===== config.mk =====
export PLATFORM = sky130hd
export DESIGN_NAME = pdp8_bin_loader_flat
export DESIGN_NICKNAME = d
export VERILOG_FILES = /design/src/rtl/pdp8_bin_loader_pkg.sv /design/src/rtl/pdp8_bin_loader_if.sv /design/src/rtl/pdp8_bin_loader.sv /design/src/flat_wrapper.sv
export SDC_FILE = /design/constraint.sdc
export NUM_CORES = 1
export LEC_CHECK = 0
export CAP_MARGIN = 25
export CORE_ASPECT_RATIO = 0.5
export CORE_UTILIZATION = 48
export CTS_CLUSTER_DIAMETER = 150
export DETAILED_ROUTE_END_ITERATION = 10
export HOLD_SLACK_MARGIN = 0.15
export PLACE_DENSITY = 0.68
export SETUP_SLACK_MARGIN = 0.2
export SYNTH_ARGS = -nofsm -noshare
export SYNTH_HDL_FRONTEND = slang
export SYNTH_SLANG_ARGS = --single-unit

===== constraint.sdc =====
create_clock -name clk_i -period 13.52 [get_ports clk_i]
set_input_delay 2.028 -clock clk_i [delete_from_list [all_inputs] [get_ports clk_i]]
set_output_delay 2.028 -clock clk_i [all_outputs]
set_load 0.03 [all_outputs]

===== src/rtl/pdp8_bin_loader_pkg.sv =====
// Shared definitions for the PDP-8 BIN paper-tape loader.
// - Byte-class tags: the top two bits of a tape byte select leader, field, origin or data.
// - Loader FSM state encoding.
// - 12-bit modulo add used for the running tape checksum.
package pdp8_loader_pkg;

  // Top two bits of a tape byte carry its class.
  localparam logic [7:0] LDR_MASK   = 8'o300;
  localparam logic [7:0] LDR_TAG    = 8'o200;
  localparam logic [7:0] FIELD_TAG  = 8'o300;
  localparam logic [7:0] ORIGIN_TAG = 8'o100;
  localparam logic [7:0] DATA_TAG   = 8'o000;

  typedef enum logic [1:0] {
    ClsData   = 2'b00,
    ClsOrigin = 2'b01,
    ClsLeader = 2'b10,
    ClsField  = 2'b11
  } byte_cls_t;

  typedef enum logic [2:0] {
    StIdle,
    StLeader,
    StSkipLdr,
    StHi,
    StLo,
    StWrite,
    StDone,
    StErr
  } state_t;

  function automatic byte_cls_t classify(input logic [7:0] b);
    logic [7:0] tag;
    tag = b & LDR_MASK;
    if (tag == LDR_TAG) begin
      return ClsLeader;
    end else if (tag == FIELD_TAG) begin
      return ClsField;
    end else if (tag == ORIGIN_TAG) begin
      return ClsOrigin;
    end
    return ClsData;
  endfunction

  function automatic logic [11:0] add12(input logic [11:0] a, input logic [11:0] b);
    return a + b;
  endfunction

endpackage


===== src/rtl/pdp8_bin_loader_if.sv =====
// Byte-stream and memory-write bus of the BIN loader.
// - rx_data/rx_valid/rx_ready: tape byte stream, consumed on rx_valid && rx_ready.
// - ram_write_req/ram_ma/ram_out/ram_done: external-RAM write handshake, request held until done.
// The loader uses the master modport; the byte source and RAM model use slave.
interface pdp8_bin_loader_if;
  logic [7:0]  rx_data;
  logic        rx_valid;
  logic        rx_ready;
  logic        ram_write_req;
  logic [14:0] ram_ma;
  logic [11:0] ram_out;
  logic        ram_done;

  modport master (
    input  rx_data,
    input  rx_valid,
    input  ram_done,
    output rx_ready,
    output ram_write_req,
    output ram_ma,
    output ram_out
  );

  modport slave (
    output rx_data,
    output rx_valid,
    output ram_done,
    input  rx_ready,
    input  ram_write_req,
    input  ram_ma,
    input  ram_out
  );
endinterface


===== src/rtl/pdp8_bin_loader.sv =====
// PDP-8 BIN-format tape loader. Parses leader, field, origin and data frames from the byte
// stream, writes data words to memory and holds the CPU in reset until the trailer arrives.
// Ports:
//   clk_i, rst_i     clock, asynchronous active-high reset
//   start_i          one-cycle arm pulse, honoured only in idle/done/error
//   bus_io           byte stream in, memory write request out (master modport)
//   cpu_hold_o       CPU reset hold while loading (and after a failed load if configured)
//   busy_o, done_o   load in progress / trailer seen
//   checksum_ok_o    checksum result, valid with done_o
//   error_o          framing error on the second byte of a frame
//   word_count_o     data words committed to memory
module pdp8_bin_loader
  import pdp8_loader_pkg::*;
#(
  parameter logic [2:0] DEFAULT_FIELD = 3'o0,
  parameter bit         HOLD_ON_ERROR = 1'b1
) (
  input  logic                       clk_i,
  input  logic                       rst_i,
  input  logic                       start_i,
  pdp8_bin_loader_if.master          bus_io,
  output logic                       cpu_hold_o,
  output logic                       busy_o,
  output logic                       done_o,
  output logic                       checksum_ok_o,
  output logic                       error_o,
  output logic [14:0]                word_count_o
);

  state_t      state_q, state_d;
  logic [2:0]  field_q, field_d;
  logic [11:0] addr_q, addr_d;
  logic [7:0]  hi_byte_q, hi_byte_d;
  // Sum of every summed byte except those of the pending word.
  logic [11:0] sum_q, sum_d;

  // The newest data word is held back: if a trailer follows, it was the checksum.
  logic        pend_valid_q, pend_valid_d;
  logic [14:0] pend_ma_q, pend_ma_d;
  logic [11:0] pend_w_q, pend_w_d;
  logic [11:0] pend_sum_q, pend_sum_d;

  // Frame that forced a commit; applied once the write completes.
  logic        apply_origin_q, apply_origin_d;
  logic [11:0] apply_w_q, apply_w_d;
  logic [11:0] apply_sum_q, apply_sum_d;

  logic        rx_ready_q, rx_ready_d;
  logic        req_q, req_d;
  logic [14:0] ram_ma_q, ram_ma_d;
  logic [11:0] ram_out_q, ram_out_d;
  logic        hold_q, hold_d;
  logic        busy_q, busy_d;
  logic        done_q, done_d;
  logic        cks_ok_q, cks_ok_d;
  logic        error_q, error_d;
  logic [14:0] wc_q, wc_d;

  logic        fire;
  logic        hi_fire;
  logic [7:0]  rx_byte;
  byte_cls_t   cls;
  logic [11:0] frame_w;
  logic [11:0] frame_sum;
  logic [11:0] sum_after_pend;

  always_comb begin
    rx_byte        = bus_io.rx_data;
    fire           = bus_io.rx_valid && rx_ready_q;
    cls            = classify(rx_byte);
    frame_w        = {hi_byte_q[5:0], rx_byte[5:0]};
    frame_sum      = add12({4'd0, hi_byte_q}, {4'd0, rx_byte});
    sum_after_pend = add12(sum_q, pend_sum_q);
    // SKIPLDR treats every non-leader byte exactly like HI.
    hi_fire        = fire && ((state_q == StHi) ||
                              ((state_q == StSkipLdr) && (cls != ClsLeader)));

    state_d        = state_q;
    field_d        = field_q;
    addr_d         = addr_q;
    hi_byte_d      = hi_byte_q;
    sum_d          = sum_q;
    pend_valid_d   = pend_valid_q;
    pend_ma_d      = pend_ma_q;
    pend_w_d       = pend_w_q;
    pend_sum_d     = pend_sum_q;
    apply_origin_d = apply_origin_q;
    apply_w_d      = apply_w_q;
    apply_sum_d    = apply_sum_q;
    ram_ma_d       = ram_ma_q;
    ram_out_d      = ram_out_q;
    hold_d         = hold_q;
    done_d         = done_q;
    cks_ok_d       = cks_ok_q;
    error_d        = error_q;
    wc_d           = wc_q;

    unique case (state_q)
      StIdle, StDone, StErr: begin
        if (start_i) begin
          state_d      = StLeader;
          done_d       = 1'b0;
          error_d      = 1'b0;
          cks_ok_d     = 1'b0;
          wc_d         = '0;
          sum_d        = '0;
          pend_valid_d = 1'b0;
          pend_sum_d   = '0;
          field_d      = DEFAULT_FIELD;
          hold_d       = 1'b1;
        end
      end
      StLeader: begin
        if (fire && (cls == ClsLeader)) begin
          state_d = StSkipLdr;
        end
      end
      StSkipLdr, StHi: begin
        // Handled by hi_fire below.
      end
      StLo: begin
        if (fire) begin
          if (rx_byte[7:6] != 2'b00) begin
            state_d = StErr;
            error_d = 1'b1;
            hold_d  = HOLD_ON_ERROR;
          end else if (pend_valid_q) begin
            apply_origin_d = hi_byte_q[6];
            apply_w_d      = frame_w;
            apply_sum_d    = frame_sum;
            ram_ma_d       = pend_ma_q;
            ram_out_d      = pend_w_q;
            state_d        = StWrite;
          end else if (hi_byte_q[6]) begin
            addr_d  = frame_w;
            sum_d   = add12(sum_q, frame_sum);
            state_d = StHi;
          end else begin
            pend_valid_d = 1'b1;
            pend_ma_d    = {field_q, addr_q};
            pend_w_d     = frame_w;
            pend_sum_d   = frame_sum;
            addr_d       = addr_q + 12'd1;
            state_d      = StHi;
          end
        end
      end
      StWrite: begin
        if (bus_io.ram_done) begin
          wc_d         = wc_q + 15'd1;
          sum_d        = sum_after_pend;
          pend_valid_d = 1'b0;
          pend_sum_d   = '0;
          if (apply_origin_q) begin
            addr_d = apply_w_q;
            sum_d  = add12(sum_after_pend, apply_sum_q);
          end else begin
            pend_valid_d = 1'b1;
            pend_ma_d    = {field_q, addr_q};
            pend_w_d     = apply_w_q;
            pend_sum_d   = apply_sum_q;
            addr_d       = addr_q + 12'd1;
          end
          state_d = StHi;
        end
      end
    endcase

    if (hi_fire) begin
      unique case (cls)
        ClsLeader: begin
          cks_ok_d = pend_valid_q && (pend_w_q == sum_q);
          done_d   = 1'b1;
          hold_d   = HOLD_ON_ERROR && !cks_ok_d;
          state_d  = StDone;
        end
        ClsField: begin
          field_d = rx_byte[5:3];
        end
        ClsOrigin, ClsData: begin
          hi_byte_d = rx_byte;
          state_d   = StLo;
        end
      endcase
    end

    rx_ready_d = state_d inside {StLeader, StSkipLdr, StHi, StLo};
    req_d      = (state_d == StWrite);
    busy_d     = !(state_d inside {StIdle, StDone, StErr});
  end

  always_ff @(posedge clk_i or posedge rst_i) begin
    if (rst_i) begin
      state_q        <= StIdle;
      field_q        <= DEFAULT_FIELD;
      addr_q         <= '0;
      hi_byte_q      <= '0;
      sum_q          <= '0;
      pend_valid_q   <= 1'b0;
      pend_ma_q      <= '0;
      pend_w_q       <= '0;
      pend_sum_q     <= '0;
      apply_origin_q <= 1'b0;
      apply_w_q      <= '0;
      apply_sum_q    <= '0;
      rx_ready_q     <= 1'b0;
      req_q          <= 1'b0;
      ram_ma_q       <= '0;
      ram_out_q      <= '0;
      hold_q         <= 1'b0;
      busy_q         <= 1'b0;
      done_q         <= 1'b0;
      cks_ok_q       <= 1'b0;
      error_q        <= 1'b0;
      wc_q           <= '0;
    end else begin
      state_q        <= state_d;
      field_q        <= field_d;
      addr_q         <= addr_d;
      hi_byte_q      <= hi_byte_d;
      sum_q          <= sum_d;
      pend_valid_q   <= pend_valid_d;
      pend_ma_q      <= pend_ma_d;
      pend_w_q       <= pend_w_d;
      pend_sum_q     <= pend_sum_d;
      apply_origin_q <= apply_origin_d;
      apply_w_q      <= apply_w_d;
      apply_sum_q    <= apply_sum_d;
      rx_ready_q     <= rx_ready_d;
      req_q          <= req_d;
      ram_ma_q       <= ram_ma_d;
      ram_out_q      <= ram_out_d;
      hold_q         <= hold_d;
      busy_q         <= busy_d;
      done_q         <= done_d;
      cks_ok_q       <= cks_ok_d;
      error_q        <= error_d;
      wc_q           <= wc_d;
    end
  end

  assign bus_io.rx_ready      = rx_ready_q;
  assign bus_io.ram_write_req = req_q;
  assign bus_io.ram_ma        = ram_ma_q;
  assign bus_io.ram_out       = ram_out_q;
  assign cpu_hold_o           = hold_q;
  assign busy_o               = busy_q;
  assign done_o               = done_q;
  assign checksum_ok_o        = cks_ok_q;
  assign error_o              = error_q;
  assign word_count_o         = wc_q;

endmodule


===== src/flat_wrapper.sv =====
// flat-port wrapper written by rule: the top's interface ports become plain ports
module pdp8_bin_loader_flat import pdp8_loader_pkg::*;
#(
  parameter logic [2:0] DEFAULT_FIELD = 3'o0,
  parameter bit         HOLD_ON_ERROR = 1'b1
)
  (clk_i, rst_i, start_i, cpu_hold_o, busy_o, done_o, checksum_ok_o, error_o, word_count_o, bus_io_rx_data, bus_io_rx_valid, bus_io_ram_done, bus_io_rx_ready, bus_io_ram_write_req, bus_io_ram_ma, bus_io_ram_out);
  pdp8_bin_loader_if bus_io_i ();
  input  logic clk_i;
  input  logic rst_i;
  input  logic start_i;
  output logic cpu_hold_o;
  output logic busy_o;
  output logic done_o;
  output logic checksum_ok_o;
  output logic error_o;
  output logic [14:0] word_count_o;
  input wire logic [$bits(bus_io_i.rx_data)-1:0] bus_io_rx_data;
  input wire logic [$bits(bus_io_i.rx_valid)-1:0] bus_io_rx_valid;
  input wire logic [$bits(bus_io_i.ram_done)-1:0] bus_io_ram_done;
  output wire logic [$bits(bus_io_i.rx_ready)-1:0] bus_io_rx_ready;
  output wire logic [$bits(bus_io_i.ram_write_req)-1:0] bus_io_ram_write_req;
  output wire logic [$bits(bus_io_i.ram_ma)-1:0] bus_io_ram_ma;
  output wire logic [$bits(bus_io_i.ram_out)-1:0] bus_io_ram_out;
  assign bus_io_i.rx_data = bus_io_rx_data;
  assign bus_io_i.rx_valid = bus_io_rx_valid;
  assign bus_io_i.ram_done = bus_io_ram_done;
  assign bus_io_rx_ready = bus_io_i.rx_ready;
  assign bus_io_ram_write_req = bus_io_i.ram_write_req;
  assign bus_io_ram_ma = bus_io_i.ram_ma;
  assign bus_io_ram_out = bus_io_i.ram_out;
  pdp8_bin_loader #(.DEFAULT_FIELD(DEFAULT_FIELD), .HOLD_ON_ERROR(HOLD_ON_ERROR)) u_core (.clk_i(clk_i), .rst_i(rst_i), .start_i(start_i), .bus_io(bus_io_i), .cpu_hold_o(cpu_hold_o), .busy_o(busy_o), .done_o(done_o), .checksum_ok_o(checksum_ok_o), .error_o(error_o), .word_count_o(word_count_o));
endmodule

== Yosys cells after proc, flatten, opt, wreduce, memory -nomap -nowiden ==
Cells that the tools add are included.

* Register bits: 152
* Bits of input ports: 13
* Output and inout bits: 49
* Logic and storage cells: 173

* $add $sub $neg: 6
* Equality and inequality tests: 31
* Multiplexer cells: 84
* Bitwise operators: 1
* Reductions and logical operators: 29

{| class="wikitable"
|+ Operators with widths
! kind !! number
|-
| $mux 12 || 25
|-
| $mux 15 || 8
|-
| $pmux 12 s3 || 2
|-
| $pmux 15 s2 || 2
|-
| $pmux 12 s2 || 2
|-
| $add 12x12->12 || 3
|-
| $mux 3 || 11
|-
| $mux 1 || 25
|-
| $eq 3x3->1 const B || 8
|-
| $reduce_and 7->1 || 3
|-
| $add 15x1->15 const B || 1
|-
| $ne 2x2->1 const B || 7
|-
| $add 12x1->12 const B || 1
|-
| $eq 12x12->1 || 1
|-
| $eq 3x2->1 const B || 4
|-
| $pmux 3 s4 || 1
|-
| $reduce_and 5->1 || 2
|-
| $add 8x8->9 || 1
|-
| $eq 2x2->1 const B || 4
|-
| $mux 2 || 4
|-
| $reduce_and 4->1 || 2
|-
| $reduce_bool 2->1 || 4
|-
| $eq 3x1->1 const B || 2
|-
| $logic_not 3->1 || 2
|-
| 16 further kinds || 26
|}

== Logic depth before layout (Yosys ltp) ==
* Word-level depth: 14
* Gate-level depth with buffers: 16
* Depth with buffers taken out: 16

== Least setup slack after synthesis ==
No wires, ideal clock.

* Kind: in2reg
* Start point: input port bus_io_rx_data[0]
* End point: register u_core.sum_q[11]
* Setup time: 0.124 ns
* Arrival time: 4.854 ns
* Required time: 13.396 ns
* Setup slack: 8.542 ns
* Stages: 16
* Path buffers: 0
* Cells stage by stage: ha_1 fa_1 a21o_1 a21oi_1 nor2b_1 o21a_1 o21ai_0 nand2b_1 a21oi_1 inv_1 ha_1 nand2_1 o31a_2 nor3_1 nor4_1 a211o_1

* Cells in the longest elaborated chain, start to end: 7

{| class="wikitable"
|+ Ends and longest elaborated chain
! what !! line !! RTL
|-
| from (decl) || flat_wrapper.sv:18 || <nowiki>input wire logic [$bits(bus_io_i.rx_data)-1:0] bus_io_rx_data;</nowiki>
|-
| $add 8x8->9 || pdp8_bin_loader_pkg.sv:46 || <nowiki>return a + b;</nowiki>
|-
| via u_core.frame_sum[8] || pdp8_bin_loader.sv:64 || <nowiki>logic [11:0] frame_sum;</nowiki>
|-
| $add 12x12->12 || pdp8_bin_loader_pkg.sv:46 ||
|-
| $mux 12 || pdp8_bin_loader.sv:134 || <nowiki>end else if (hi_byte_q[6]) begin</nowiki>
|-
| $mux 12 || pdp8_bin_loader.sv:127 || <nowiki>end else if (pend_valid_q) begin</nowiki>
|-
| $mux 12 || pdp8_bin_loader.sv:123 || <nowiki>if (rx_byte[7:6] != 2'b00) begin</nowiki>
|-
| $mux 12 || pdp8_bin_loader.sv:122 || <nowiki>if (fire) begin</nowiki>
|-
| $pmux 12 s3 || pdp8_bin_loader.sv:98 || <nowiki>unique case (state_q)</nowiki>
|-
| to (signal assigned) || pdp8_bin_loader.sv:221 || <nowiki>sum_q <= sum_d;</nowiki>
|-
| to (decl) || pdp8_bin_loader.sv:35 || <nowiki>logic [11:0] sum_q, sum_d;</nowiki>
|}

The timed path passes the listed nets, and every way through them passes these cells. The select of a mux whose other input is x is not followed.
A chain may end at the register's enable or synchronous reset.

== Final worst setup path ==
Same ends and word-level chain as after synthesis.

==> out/qor.csv <==
metric;value;unit
GR peak layer;met2;
Setup crit end kind;register;
CP max FO;5;
Worst R2R Path Depth;15;
post-DR vias/cell;5.74;
sequential power share;35.6;%
M3 GR Usage;4.65;%
Post-Syn Instances;807;
Slew Limit Headroom;35.5;%
vias in the first global route;6113;
Post-synth EDFFs;0;
power density cells;196;nW/um^2
largest cells by area after synthesis;dfrtp_1, mux2_2, ha_1, o21ai_0, nand2_1;
Setup WS pre-CTS;7720;ps
# rows;33;
maximum capacitance violations;0;
final hold vios;0;
chip height;94.7;um
gpl congestion;0.874;
Root Buffer Master;clkbuf_16;
Syn Area/Cell;10.2;um^2
Synth warnings;0;
Yosys top cell area share;44.2;%
reg-to-reg startpoint;u_core.sum_q[0];
initial antenna violation count;0;
part of the Yosys area used for sequential elements;44.2;%
Clock H-tree levels;4;
area grow syn2layout;16.3;%
CP top delay family;compound AO/OA/AOI/OAI gates;
Worst Skew;12.2;ps
min cycle time layout;5470;ps
worst setup margin;8050;ps
fin crit share;40.4;%
I/O Pins;62;
Max IR drop VDD;112;uV
worst hold path class;reg2reg;
hold_buf cts;0;
synthesis-stage register bit count;146;
area leader, netlist;dfrtp_1;
Worst-path clk slew;70;ps
GR Layer Usage met1;33.6;%
WP buf/inv;2;
DPL Wire Length;13600;um
Die W;187;um
CTS sink count;146;
crit path DAT;5770;ps
design area;9600;um^2
Primary FF master, synth;dfrtp_1;
total global routing overflow;0;
Critical Path RT;13820;ps
internal power;0.00110;W
fillers;1422;
RSZ-0062 raised after global routing;no;
nets;916;
routing usage on met2;36.3;%
largest net degree at the start of global routing;86;
fraction of registers with async set/reset;100;%
wire per inst;17.8;um
Worst path max stage delay;490;ps
flop2flop setup slack;9400;ps
Final Slew Violations;0;
drt total wl;19600;um
core area;16600;um^2
DRT iter0 DRCs;450;
Final TNS setup;0;ps
setup bufs post-CTS;0;
Critical Path, Cell by Cell;clkdlybuf4s50_1, ha_1, fa_1, a21o_1, a21oi_1, nor2b_1, o21a_1, o21ai_0, nand2b_1, a21oi_1, inv_1, ha_1, nand2_1, o31a_2, nor3_1, nor4_1, a211o_1;
WS Path Type;in2reg;
Worst Hold Path Cells;1;
Mapped Nets;863;
layout cell share with drive strength beyond 1;14.1;%
Slew @ Worst Pin;964;ps
Initial Util;49.7;%
CTS resizes;0;
ANT nets after route;0;
Critical Path Start Type;input pin;
Clock Path Buffers;2;
Clk Latency, worst-skew pair;430;ps
status;completed;
f_max;183;MHz
first-pass iteration count of the detailed router;5;
HP Start;u_core.pend_ma_q[14];
FF-to-FF End;u_core.sum_q[11];
Lkg Pwr;4.45;nW
CTS buffer count;17;
die area;17800;um^2
GRT Total Usage;23.3;%
CTS tree;built;
switching power;0.000779;W
Yosys cell types;76;
final setup vio count;0;
Clk pwr share;24.9;%
I/O Buffers;61;
first-pass GRT wire length;32300;um
number of diodes;0;
Residual DRC;0;
placed cell area;9030;um^2
Net Sw Frac;41.5;%
Worst Hold Endpoint;u_core.bus_io.ram_ma[14];
synthesized area;8260;um^2
slowest cell on the critical path;clkdlybuf4s50_1;
Vias;6315;
Comb power frac;39.5;%
## layer usage
layer | routed length (um) | share of wire [%]
met1 | 9710 | 50
met5 | 0 | 0
met2 | 8520 | 44
met4 | 198 | 1.0
met3 | 1140 | 5.8
## cell usage after synthesis, types with 12 or more instances
master,n
xor2_1,19
nor2_1,40
a21oi_1,28
clkbuf_1,22
nand2_1,88
a21o_1,12
inv_1,25
mux2_2,63
dfrtp_1,146
ha_1,39
nand3_1,29
mux2i_1,19
xnor2_1,25
o21ai_0,70
and3_1,14
## cells in the final DEF (no fill, tap or decap), types with 5 or more instances in the layout
cell               n
nand2_1           88
mux2i_1           19
dfrtp_1          146
a21oi_1           28
ha_1              39
buf_4              9
o21a_1             6
nor2_1            40
inv_1             24
o31ai_1           10
xor2_1            19
nand2b_1           7
nand3_1           29
a22oi_1            7
nand4_1           10
inv_8              5
clkbuf_16         17
a21o_1            12
or3_1              6
o21ai_0           70
nor2b_1            9
clkdlybuf4s50_1   61
a22o_1             6
and3_1            14
a211oi_1           7
mux2_2            63
xnor2_1           25
inv_6              6
## logic make-up after synthesis
family	synth area share, %
buffers and inverters	3.58
adders and majority gates	6.88
xor gates and xnor gates	4.67
AOI/OAI and AO/OA	16.1
DFF	44.2
muxes	11.3
and+or+nand+nor	13.2
## power groups by stage
stage	clock network (W)	logic (W)	registers, W
after floorplan	0	0.000560	0.000647
after global placement	0	0.000708	0.000668
after detailed placement	0	0.000726	0.000673
after CTS	0.000474	0.000736	0.000666
after global routing	0.000492	0.000827	0.000686
final	0.000467	0.000742	0.000669
## worst register-to-register path, stage by stage (launching register included)
cell and delay (ps):
dfrtp_1 450, ha_1 250, fa_1 480, a211oi_1 220, nor2_1 110, nor4_2 240, inv_1 80, a31oi_1 210
xnor2_1 130, ha_1 380, a21o_1 200, a21o_2 130, o311ai_0 150, o41ai_1 620, nor4_1 100, a211o_1 240
## metrics by stage
stage	total power (W)	utilization [%]	instances	hold WS (ps)
floorplan	0.00121	-	807	452
global placement	0.00138	54.4	1068	463
detailed placement	0.00140	54.4	1068	469
CTS	0.00188	57.8	1100	478
global route	0.00200	57.8	1100	485
finish	0.00188	57.8	1100	475
## state kept, by name, summed over array words and instances (netlist names), 8 cells and up
signal                 cells
u_core.pend_ma_q          15
u_core.addr_q             12
u_core.word_count_o       15
u_core.bus_io.ram_out     12
u_core.sum_q              12
u_core.pend_sum_q          9
u_core.pend_w_q           12
u_core.bus_io.ram_ma      15
u_core.hi_byte_q           8
u_core.apply_w_q          12
u_core.apply_sum_q         9
## how the worst max path moves through the flow
stage	startpoint	end	slack [ps]	cells past startpoint
6_report	bus_io_rx_data[0]	u_core.sum_q[11]	8050	17
5_1_grt	bus_io_rx_data[0]	u_core.sum_q[11]	7860	17
4_1_cts	bus_io_rx_data[0]	u_core.sum_q[11]	8100	17
3_5_place_dp	bus_io_rx_data[0]	u_core.sum_q[11]	7720	17
3_3_place_gp	bus_io_rx_data[0]	u_core.sum_q[11]	7760	17
2_1_floorplan	rst_i	u_core.addr_q[0]	7570	1
## final cells by class
class                           count  area [um^2]  share of cell area (%)
Clock buffer                       18          439                    4.58
Timing Repair Buffer               70          678                    7.06
Tap cell                          227          284                    2.96
Multi-Input combinational cell    599         4310                    44.9
Clock inverter                     14          134                    1.39
Inverter                           26          103                    1.07
Sequential cell                   146         3650                    38.1
Power figures use the tool's default switching activity.
